File: src/rtl/reg_file_bist.sv
// -----------------------------------------------------------------------------
// reg_file_bist
//
// Built-in self-test controller for the register file. It acts as initiator on
// the register file port set. On a start pulse it runs two write/read-back
// passes over every address: pass 0 writes pat(0,a) = a replicated across the
// word, and pass 1 writes its inverse. The two read ports check addresses a and
// ~a in the same cycle. The controller reports pass/fail, a mismatch count and
// the first failing location.
//
// Ports:
//   clk, rst_n          clock, asynchronous active-low reset
//   start               one-cycle run request, honoured only in IDLE
//   wr_en, write_addr,
//   write_data          register file write port
//   read_addr1/2        register file read addresses (a and ~a)
//   read_data1/2        register file read data (combinational in the RF)
//   busy                high while writing or reading
//   done                one-cycle completion pulse
//   pass                last run had zero mismatches (held until next start)
//   err_count           number of mismatching port-reads (max 64)
//   first_fail_addr     register address of the first mismatch
//   first_fail_port     0 = read port 1, 1 = read port 2
//   first_fail_pass     pass index of the first mismatch
// -----------------------------------------------------------------------------
module reg_file_bist #(
    parameter int DATA_WIDTH = 32,
    parameter int ADDR_WIDTH = 4
) (
    input  logic                    clk,
    input  logic                    rst_n,
    input  logic                    start,
    output logic                    wr_en,
    output logic [ADDR_WIDTH-1:0]   write_addr,
    output logic [DATA_WIDTH-1:0]   write_data,
    output logic [ADDR_WIDTH-1:0]   read_addr1,
    output logic [ADDR_WIDTH-1:0]   read_addr2,
    input  logic [DATA_WIDTH-1:0]   read_data1,
    input  logic [DATA_WIDTH-1:0]   read_data2,
    output logic                    busy,
    output logic                    done,
    output logic                    pass,
    output logic [ADDR_WIDTH+2:0]   err_count,
    output logic [ADDR_WIDTH-1:0]   first_fail_addr,
    output logic                    first_fail_port,
    output logic                    first_fail_pass
);

    localparam int ERR_W = ADDR_WIDTH + 3;
    localparam int REPS  = DATA_WIDTH / ADDR_WIDTH;
    localparam logic [ADDR_WIDTH-1:0] A_MAX = '1;

    typedef enum logic [1:0] {
        S_IDLE,
        S_WRITE,
        S_READ,
        S_DONE
    } state_t;

    state_t                  state;
    logic [ADDR_WIDTH-1:0]   a;
    logic                    p;

    // Test pattern: the address replicated across the word, inverted in pass 1.
    function automatic logic [DATA_WIDTH-1:0] pat(input logic inv,
                                                  input logic [ADDR_WIDTH-1:0] addr);
        logic [DATA_WIDTH-1:0] base;
        base = {REPS{addr}};
        return inv ? ~base : base;
    endfunction

    // ------------------------------------------------------------------
    // Read-back comparison (only consumed in READ)
    // ------------------------------------------------------------------
    logic [ADDR_WIDTH-1:0] a_inv;
    logic                  miss1;
    logic                  miss2;
    logic [ERR_W-1:0]      miss_cnt;
    logic [ERR_W-1:0]      err_next;

    // NOTE: every signal driven in always_comb gets a value on every path
    // (defaults first), otherwise synthesis infers a latch.
    always_comb begin
        a_inv    = ~a;
        miss1    = (read_data1 != pat(p, a));
        miss2    = (read_data2 != pat(p, a_inv));
        miss_cnt = ERR_W'(miss1) + ERR_W'(miss2);
        err_next = err_count + miss_cnt;
    end

    // ------------------------------------------------------------------
    // Output decode: a pure function of state registers, so there is no
    // input-to-output path and reset clears the outputs immediately.
    // ------------------------------------------------------------------
    always_comb begin
        wr_en      = 1'b0;
        write_addr = '0;
        write_data = '0;
        read_addr1 = '0;
        read_addr2 = '0;
        busy       = 1'b0;
        done       = 1'b0;
        case (state)
            S_WRITE: begin
                wr_en      = 1'b1;
                write_addr = a;
                write_data = pat(p, a);
                busy       = 1'b1;
            end
            S_READ: begin
                read_addr1 = a;
                read_addr2 = a_inv;
                busy       = 1'b1;
            end
            S_DONE: begin
                done = 1'b1;
            end
            default: ;
        endcase
    end

    // ------------------------------------------------------------------
    // Sequencer and result registers
    // ------------------------------------------------------------------
    // NOTE: sequential state uses non-blocking assignments so every register
    // samples pre-edge values, independent of statement order.
    always_ff @(posedge clk or negedge rst_n) begin
        if (!rst_n) begin
            state           <= S_IDLE;
            a               <= '0;
            p               <= 1'b0;
            pass            <= 1'b0;
            err_count       <= '0;
            first_fail_addr <= '0;
            first_fail_port <= 1'b0;
            first_fail_pass <= 1'b0;
        end else begin
            case (state)
                S_IDLE: begin
                    if (start) begin
                        a               <= '0;
                        p               <= 1'b0;
                        pass            <= 1'b0;
                        err_count       <= '0;
                        first_fail_addr <= '0;
                        first_fail_port <= 1'b0;
                        first_fail_pass <= 1'b0;
                        state           <= S_WRITE;
                    end
                end

                S_WRITE: begin
                    if (a == A_MAX) begin
                        a     <= '0;
                        state <= S_READ;
                    end else begin
                        a <= a + 1'b1;
                    end
                end

                S_READ: begin
                    err_count <= err_next;
                    // A zero count means nothing has failed yet in this run.
                    // Port 1 takes priority; the recorded address is the one
                    // actually presented on the failing port.
                    if (err_count == '0 && (miss1 || miss2)) begin
                        first_fail_addr <= miss1 ? a : a_inv;
                        first_fail_port <= ~miss1;
                        first_fail_pass <= p;
                    end
                    if (a == A_MAX) begin
                        a <= '0;
                        if (!p) begin
                            p     <= 1'b1;
                            state <= S_WRITE;
                        end else begin
                            // Verdict includes the compare made in this cycle.
                            pass  <= (err_next == '0);
                            state <= S_DONE;
                        end
                    end else begin
                        a <= a + 1'b1;
                    end
                end

                S_DONE: begin
                    state <= S_IDLE;
                end

                default: state <= S_IDLE;
            endcase
        end
    end

endmodule

File: config.mk
export PLATFORM = sky130hd
export DESIGN_NAME = reg_file_bist
export DESIGN_NICKNAME = d
export VERILOG_FILES = /design/src/rtl/reg_file_bist.sv
export SDC_FILE = /design/constraint.sdc
export NUM_CORES = 1
export LEC_CHECK = 0
export ABC_CLOCK_PERIOD_IN_PS = 7800
export CELL_PAD_IN_SITES_DETAIL_PLACEMENT = 0
export CELL_PAD_IN_SITES_GLOBAL_PLACEMENT = 1
export CORE_ASPECT_RATIO = 0.8
export CORE_UTILIZATION = 28
export CTS_CLUSTER_SIZE = 10
export DETAILED_ROUTE_END_ITERATION = 8
export HOLD_SLACK_MARGIN = 0.06
export PLACE_DENSITY_LB_ADDON = 0.1
export SLEW_MARGIN = 20
export SYNTH_ARGS = -nofsm -noshare
export SYNTH_HDL_FRONTEND = slang
export SYNTH_SLANG_ARGS = --single-unit
File: constraint.sdc
create_clock -name clk -period 7.8 [get_ports clk]
set_input_delay 1.56 -clock clk [delete_from_list [all_inputs] [get_ports clk]]
set_output_delay 1.56 -clock clk [all_outputs]
set_load 0.005 [all_outputs]
==> results.md, run 1 <==
* Layout net count at 424
* Syn Nets at 326
* Diodes inserted at 0
* Crit end category: flip-flop
* Total CTS buffers at 3
* Power density over the cells at 68.4 nW/µm²
* Critical path class: input port to flip-flop
* Tmin final at 4550 ps
* Worst slew pin tran at 678 ps
* Via count at 2223
* Count of final hold-check violations at 0
* CTS tree: yes
* Gpl congestion at 0.781
* I/O Buffers at 127
* Worst skew pair latency at 270 ps
* Initial Util at 0.289
* Maximum clock path buffer count at 2
* H-tree Lvls at 1
* Synth-to-layout area growth at 55.7%
* Hold Path Class: flip-flop to flip-flop
* LEAKAGE at 1.22 nW
* Initial antenna violation count at 0
* Fraction of registers with async set or reset after synthesis at 1.00
* Average wire per cell in the routed design at 14.6 µm
* Post-synth top area share at 0.246
* CTS resizes at 0
* Maximum VDD drop at 0.0444 mV
* Fillers at 748
* Yosys synthesis warning count at 0
* Int Pwr at 0.000176 W
* Max FO, Critical Path at 12
* Sw Share at 0.225
* Mapped cell area at 2140 µm²
* DR iter-0 viols at 69
* DRC at 0
* Clock skew at 11.3 ps
* FP Rows at 28
* Clock network fraction of total power at 0.329
* Net Sw Power at 0.0000514 W
* Core area at 7390 µm²
* Inst Count DP at 450
* Main flop type after synthesis: dfrtp_1
* MaxCap Viol Count at 0
* Post-DRT Antenna Nets at 0
* Critical path data required time at 7960 ps
* Total grt overflow at 0
* Die height at 80.2 µm
* Total Wirelength at 6.64 mm
* Clock sink count at 21
* Root Buffer Master: clkbuf_8
* Overall routing resource usage at 0.169
* Layout cells sized above 1 at 0.0544
* Clock transition at path regs at 90 ps
* Cell Area, Placed at 3290 µm²
* Headroom to the max-slew limit at 0.548
* Final Slew Violations at 0
* F_max at 220 MHz
* Critical Path AT at 4720 ps
* CP Cell Sequence: clkdlybuf4s50_1 > or4_1 > nor3_1 > o22ai_1 > nor4_4 > fa_1 > inv_1 > ha_1 > nand2_1 > nor2_1 > xnor2_1 > o2111ai_1 > o21ai_0 > a22o_1
* Final setup violation count at 0
* DRT Pass-1 Iters at 4
* Multi-input gate area at 1320 µm²
* Sum Neg Setup Slack at 0 ps
* Die area at 8000 µm²
* Die width at 99.7 µm
* Crit-path max cell delay at 620 ps
* Top post-synthesis cells by area: dfrtp_1 25%, buf_4 10%, o21ai_0 4.7%
* Vias in the first global route at 2053
* CTS Hold Bufs at 0
* Final cell count without fillers at 454
* Design Area, Final at 3330 µm²
* RSZ-0062 raised after global routing: no
* Synthesized flop and latch total at 21
* Sequential area share after synthesis at 0.246
* Vias/cell at 4.90
* Largest area contributor in the netlist: dfrtp_1
* Share of power burned in registers at 0.478
* HPWL after detailed placement at 5.32 mm
* Number of synthesized flops with an enable pin at 0
* Largest net degree at the start of global routing at 25
* Mean Syn Cell Area at 8.49 µm²
* Setup bufs post-CTS at 0
* # IOs at 128
* Library cells used by synthesis at 55
* Register area at 526 µm²
* Crit start category: input port
* First-pass GRT wire length at 10.8 mm
* Status: finished clean
* Comb power frac at 0.193
* Critical path's slowest cell: nor4_4
* Crit share post-route at 0.584
* Post-synthesis cell count at 252
-- critical path, delay by kind of cell --
| family | cells | cell delay, ps |
|---|---|---|
| and+or+nand+nor | 5 | 1450 |
| xor gates and xnor gates | 1 | 140 |
| adders and majority gates | 2 | 540 |
| buffers and inverters | 2 | 450 |
| AOI/OAI and AO/OA | 4 | 590 |
-- synth_stat cells (all sizes together), types with 2 or more instances --
| master | instances |
|---|---|
| a211oi | 2 |
| and2b | 2 |
| xor2 | 7 |
| nand2 | 21 |
| dfrtp | 21 |
| nand3 | 8 |
| nor3b | 2 |
| nor4 | 12 |
| and4b | 4 |
| a22o | 2 |
| nand4 | 15 |
| a21o | 2 |
| clkbuf | 2 |
| a21oi | 5 |
| o21ai | 22 |
| inv | 6 |
| and2 | 14 |
| or4 | 7 |
| mux2i | 4 |
| a41oi | 2 |
| a311o | 4 |
| nor2 | 8 |
| a31oi | 4 |
| xnor2 | 2 |
| nor3 | 6 |
| a32o | 3 |
| buf | 34 |
| and3 | 3 |
| ha | 6 |
| nor2b | 7 |
-- area by class of cell --
class,count,share of cell area
multi-input cells,189,0.397
repair buffers,129,0.385
flip-flops and latches,21,0.158
well taps,105,0.0394
clock buffers,3,0.0124
inverters,6,0.00676
clock inverters,1,0.00225
-- worst paths after layout --
| kind | from | slack, ps | depth (start not counted) | to |
|---|---|---|---|---|
| worst min-delay path | first_fail_port$_DFFE_PN0P_ | 550 | 1 | first_fail_port$_DFFE_PN0P_ |
| worst max register to register | p$_DFFE_PN0P_ | 4160 | 13 | pass$_DFFE_PN0P_ |
| min in group asynchronous | rst_n | 1250 | 1 | err_count[3]$_DFFE_PN0P_ |
| max in group asynchronous | rst_n | 6210 | 1 | err_count[0]$_DFFE_PN0P_ |
| worst max-delay path | read_data1[3] | 3250 | 14 | pass$_DFFE_PN0P_ |
| worst min register to register | first_fail_port$_DFFE_PN0P_ | 550 | 1 | first_fail_port$_DFFE_PN0P_ |
-- layout by cell type, fill, tap and decap left out, types with 6 or more instances in the layout --
master and instances:
inv_1 6, or4_1 7, o21ai_0 20, nor3_1 6, nor4_1 10, clkdlybuf4s50_1 126
ha_1 6, nand3_1 8, nand4_1 15, nor2b_1 7, and2_1 12, dfrtp_1 21
nand2_1 21, nor2_1 8
-- power by group through the flow --
stage               Combinational, W  Sequential [W]  Clock (W)
CTS                        0.0000447        0.000109  0.0000783
finish                     0.0000440        0.000109  0.0000750
detailed placement         0.0000445        0.000111          0
floorplan                 0.00000458        0.000111          0
global placement           0.0000441        0.000111          0
global route               0.0000477        0.000109  0.0000843
-- stage by stage --
step / hold slack, ps / utilization / setup WS, ps / power, W
floorplan: 520 / - / 3830 / 0.000116
global placement: 534 / 0.445 / 2980 / 0.000155
detailed placement: 526 / 0.445 / 2940 / 0.000155
CTS: 559 / 0.451 / 3230 / 0.000232
global route: 591 / 0.451 / 2910 / 0.000241
finish: 549 / 0.451 / 3250 / 0.000228
-- cell families (layout without fill, tap and decap cells) --
family                   Yosys count  count (layout)  share of synthesized area
multiplexers                       4               4                     0.0187
flip-flops                        21              21                      0.246
adder cells (fa/ha/maj)            7               7                     0.0444
XOR/XNOR                           9               9                     0.0526
AO/OA/AOI/OAI                     53              53                      0.171
AND/OR/NAND/NOR                  116             116                      0.330
buffers and inverters             42             139                      0.137
-- routing by layer --
layer  GRT usage  part of all wire
met2       0.275              0.45
met3      0.0287             0.057
met4      0.0191            0.0071
met1       0.239              0.48
met5           0                 0
-- registers in the layout (all words and copies together) (netlist names) --
register	count
a	4
err_count	7
first_fail_addr	4
first_fail_pass	1
first_fail_port	1
p	1
pass	1
state	2
No activity file was read; power rests on OpenSTA's default activity.
==> run 2: changes to the inputs <==
--- a/config.mk
+++ b/config.mk
@@ -5,11 +5,11 @@
 export SDC_FILE = /design/constraint.sdc
 export NUM_CORES = 1
 export LEC_CHECK = 0
-export ABC_CLOCK_PERIOD_IN_PS = 7800
+export ABC_CLOCK_PERIOD_IN_PS = 4300
 export CELL_PAD_IN_SITES_DETAIL_PLACEMENT = 0
 export CELL_PAD_IN_SITES_GLOBAL_PLACEMENT = 1
 export CORE_ASPECT_RATIO = 0.8
-export CORE_UTILIZATION = 28
+export CORE_UTILIZATION = 26
 export CTS_CLUSTER_SIZE = 10
 export DETAILED_ROUTE_END_ITERATION = 8
 export HOLD_SLACK_MARGIN = 0.06
==> constraint.sdc (replaced) <==
create_clock -name clk -period 4.3 [get_ports clk]
set_input_delay 0.86 -clock clk [delete_from_list [all_inputs] [get_ports clk]]
set_output_delay 0.86 -clock clk [all_outputs]
set_load 0.005 [all_outputs]
==> run 2 against run 1 <==
  * Die area grew 7.5%
  * Clock-buffer cell count is the same
  * Clock skew shrank 8.2 ps
  * Via count grew 0.45%
  * Worst setup slack lost 2700 ps
  * Sequential power grew 81%
  * Design area grew 0.26%
  * Global-route usage shrank 0.79 points
  * Sequential share of layout area is essentially flat
  * Register-to-register slack lost 3200 ps
  * Utilization shrank 3.0 points
  * Wire length grew 1.5%
  * Largest power group unchanged
==> results.md, run 2 (synthesis gave the netlist of run 1 again) <==
* Status: finished clean
* Die height at 83.1 µm
* DRT Pass-1 Iters at 4
* Hold WS at 549 ps
* Comb power frac at 0.196
* CP Cell Sequence: clkdlybuf4s50_1 > or4_1 > nor3b_1 > o211ai_1 > nor4_1 > fa_1 > inv_1 > ha_1 > nand2_1 > nor2_1 > xnor2_1 > o2111ai_1 > o21ai_0 > a22o_1
* MaxCap Viol Count at 0
* Most common cell after layout, fill and taps aside: clkdlybuf4s50_1
* Count of final hold-check violations at 0
* Diodes inserted at 0
* Critical path data required time at 4460 ps
* Max FO, Critical Path at 5
* Post-DRT Antenna Nets at 0
* Max FFs per register at 7
* CTS Hold Bufs at 0
* Total grt overflow at 0
* Final Slew Violations at 0
* Commonest cells after routing, fill and taps aside: 126 x clkdlybuf4s50_1, 21 x nand2_1, 21 x dfrtp_1
* Vias in the first global route at 2137
* H-tree Lvls at 1
* CTS tree: yes
* Via count at 2233
* Synth-to-layout area growth at 56.1%
* Maximum clock path buffer count at 2
* Average wire per cell in the routed design at 14.7 µm
* Headroom to the max-slew limit at 0.553
* Critical path's slowest cell: or4_1
* Initial antenna violation count at 0
* LEAKAGE at 1.23 nW
* Gpl congestion at 0.774
* First-pass GRT wire length at 10.7 mm
* Overall routing resource usage at 0.161
* Critical path class: input port to flip-flop
* Clock sink count at 21
* Top flop regs: err_count (7), a (4), first_fail_addr (4)
* Critical Path AT at 3940 ps
* Share of power burned in registers at 0.483
* GR peak layer: met2
* Biggest register: err_count
* Clock skew at 3.15 ps
* Crit end category: flip-flop
* FP Rows at 29
* Layout cells sized above 1 at 0.0571
* Die area at 8600 µm²
* Crit start category: input port
* Die width at 103 µm
* Fin worst setup slack at 517 ps
* Worst skew pair latency at 260 ps
* Power density over the cells at 122 nW/µm²
* Layout net count at 425
* Sw Share at 0.219
* Sum Neg Setup Slack at 0 ps
* Met1 Use GR at 0.238
* # IOs at 128
* Net Sw Power at 0.0000896 W
* Vias/cell at 4.88
* Crit-path max cell delay at 550 ps
* Root Buffer Master: clkbuf_8
* Fillers at 798
* F_max at 264 MHz
* CTS resizes at 0
* Total CTS buffers at 3
* Largest net degree at the start of global routing at 22
* I/O Buffers at 127
* Clock transition at path regs at 80 ps
* Hold Path Class: flip-flop to flip-flop
* DR iter-0 viols at 111
* Maximum VDD drop at 0.0818 mV
* Clock network fraction of total power at 0.321
* Setup bufs post-CTS at 0
* Total Wirelength at 6.74 mm
* Final setup violation count at 0
* Tmin final at 3780 ps
* HPWL after detailed placement at 5.47 mm
* Met2 usage at 0.244
* Crit share post-route at 0.880
* DRC at 0
* DP Worst Slack at 184 ps
* RSZ-0062 raised after global routing: no
* Core area at 7950 µm²
* Initial Util at 0.269
* Worst slew pin tran at 670 ps
* Met3 usage at 0.0286
* Int Pwr at 0.000319 W
[run 2: critical path, delay by kind of cell]
family,cells,cell delay [ps]
AND/OR/NAND/NOR,5,1420
AO/OA/AOI/OAI,4,540
adder cells (fa/ha/maj),2,520
XOR/XNOR,1,130
buffers and inverters,2,460
[run 2: final timing paths]
| path | from | endpoint | slack, ps | cells after the start |
|---|---|---|---|---|
| worst max-delay path | read_data2[18] | pass$_DFFE_PN0P_ | 520 | 14 |
| worst min-delay path | first_fail_port$_DFFE_PN0P_ | first_fail_port$_DFFE_PN0P_ | 550 | 1 |
| worst max register to register | p$_DFFE_PN0P_ | pass$_DFFE_PN0P_ | 970 | 13 |
| worst min register to register | first_fail_port$_DFFE_PN0P_ | first_fail_port$_DFFE_PN0P_ | 550 | 1 |
| max in group asynchronous | rst_n | err_count[2]$_DFFE_PN0P_ | 3400 | 1 |
| min in group asynchronous | rst_n | first_fail_addr[2]$_DFFE_PN0P_ | 560 | 1 |
[run 2: per-stage QoR]
step / std cells / util / total power, W / instance area (µm²)
final: 458 / 0.420 / 0.000409 / 3340
after global routing: 458 / 0.420 / 0.000433 / 3340
after CTS: 458 / 0.421 / 0.000418 / 3340
after detailed placement: 454 / 0.415 / 0.000282 / 3300
after global placement: 454 / 0.415 / 0.000281 / 3300
after floorplan: 252 / - / 0.000210 / 2140
[run 2: layout make-up]
type | count | area [µm²] | share of cell area
Clock buffer | 3 | 41.3 | 0.0124
Multi-Input combinational cell | 189 | 1320 | 0.396
Timing Repair Buffer | 130 | 1290 | 0.386
Tap cell | 108 | 135 | 0.0405
Inverter | 6 | 22.5 | 0.00674
Clock inverter | 1 | 5.00 | 0.00150
Sequential cell | 21 | 526 | 0.157
[run 2: power groups by stage]
stage               sequential [W]  clock [W]  combinational, W
CTS                       0.000197   0.000139         0.0000814
global route              0.000197   0.000149         0.0000865
global placement          0.000201          0         0.0000800
finish                    0.000197   0.000131         0.0000801
detailed placement        0.000201          0         0.0000809
floorplan                 0.000201          0        0.00000831
[run 2: routing by layer]
| layer | wire [µm] | part of all wire |
|---|---|---|
| met5 | 0 | 0 |
| met4 | 101 | 0.015 |
| met3 | 302 | 0.045 |
| met2 | 3020 | 0.45 |
| met1 | 3320 | 0.49 |
==> run 3: changes to the inputs <==
--- a/config.mk
+++ b/config.mk
@@ -5,7 +5,7 @@
 export SDC_FILE = /design/constraint.sdc
 export NUM_CORES = 1
 export LEC_CHECK = 0
-export ABC_CLOCK_PERIOD_IN_PS = 4300
+export ABC_CLOCK_PERIOD_IN_PS = 4200
 export CELL_PAD_IN_SITES_DETAIL_PLACEMENT = 0
 export CELL_PAD_IN_SITES_GLOBAL_PLACEMENT = 1
 export CORE_ASPECT_RATIO = 0.8
==> constraint.sdc (replaced) <==
create_clock -name clk -period 4.2 [get_ports clk]
set_input_delay 0.84 -clock clk [delete_from_list [all_inputs] [get_ports clk]]
set_output_delay 0.84 -clock clk [all_outputs]
set_load 0.005 [all_outputs]
==> results of run 3 <==
The final DEF is identical to that of run 2. Status: finished clean.
Main changes from that run: setup slack after placement 184 ps -> 104 ps; setup slack after layout 517 ps -> 437 ps; hold slack 549 ps -> 538 ps; register-to-register setup slack 970 ps -> 870 ps; total power 0.000409 W -> 0.000418 W; worst IR drop on VDD 0.0818 mV -> 0.0838 mV
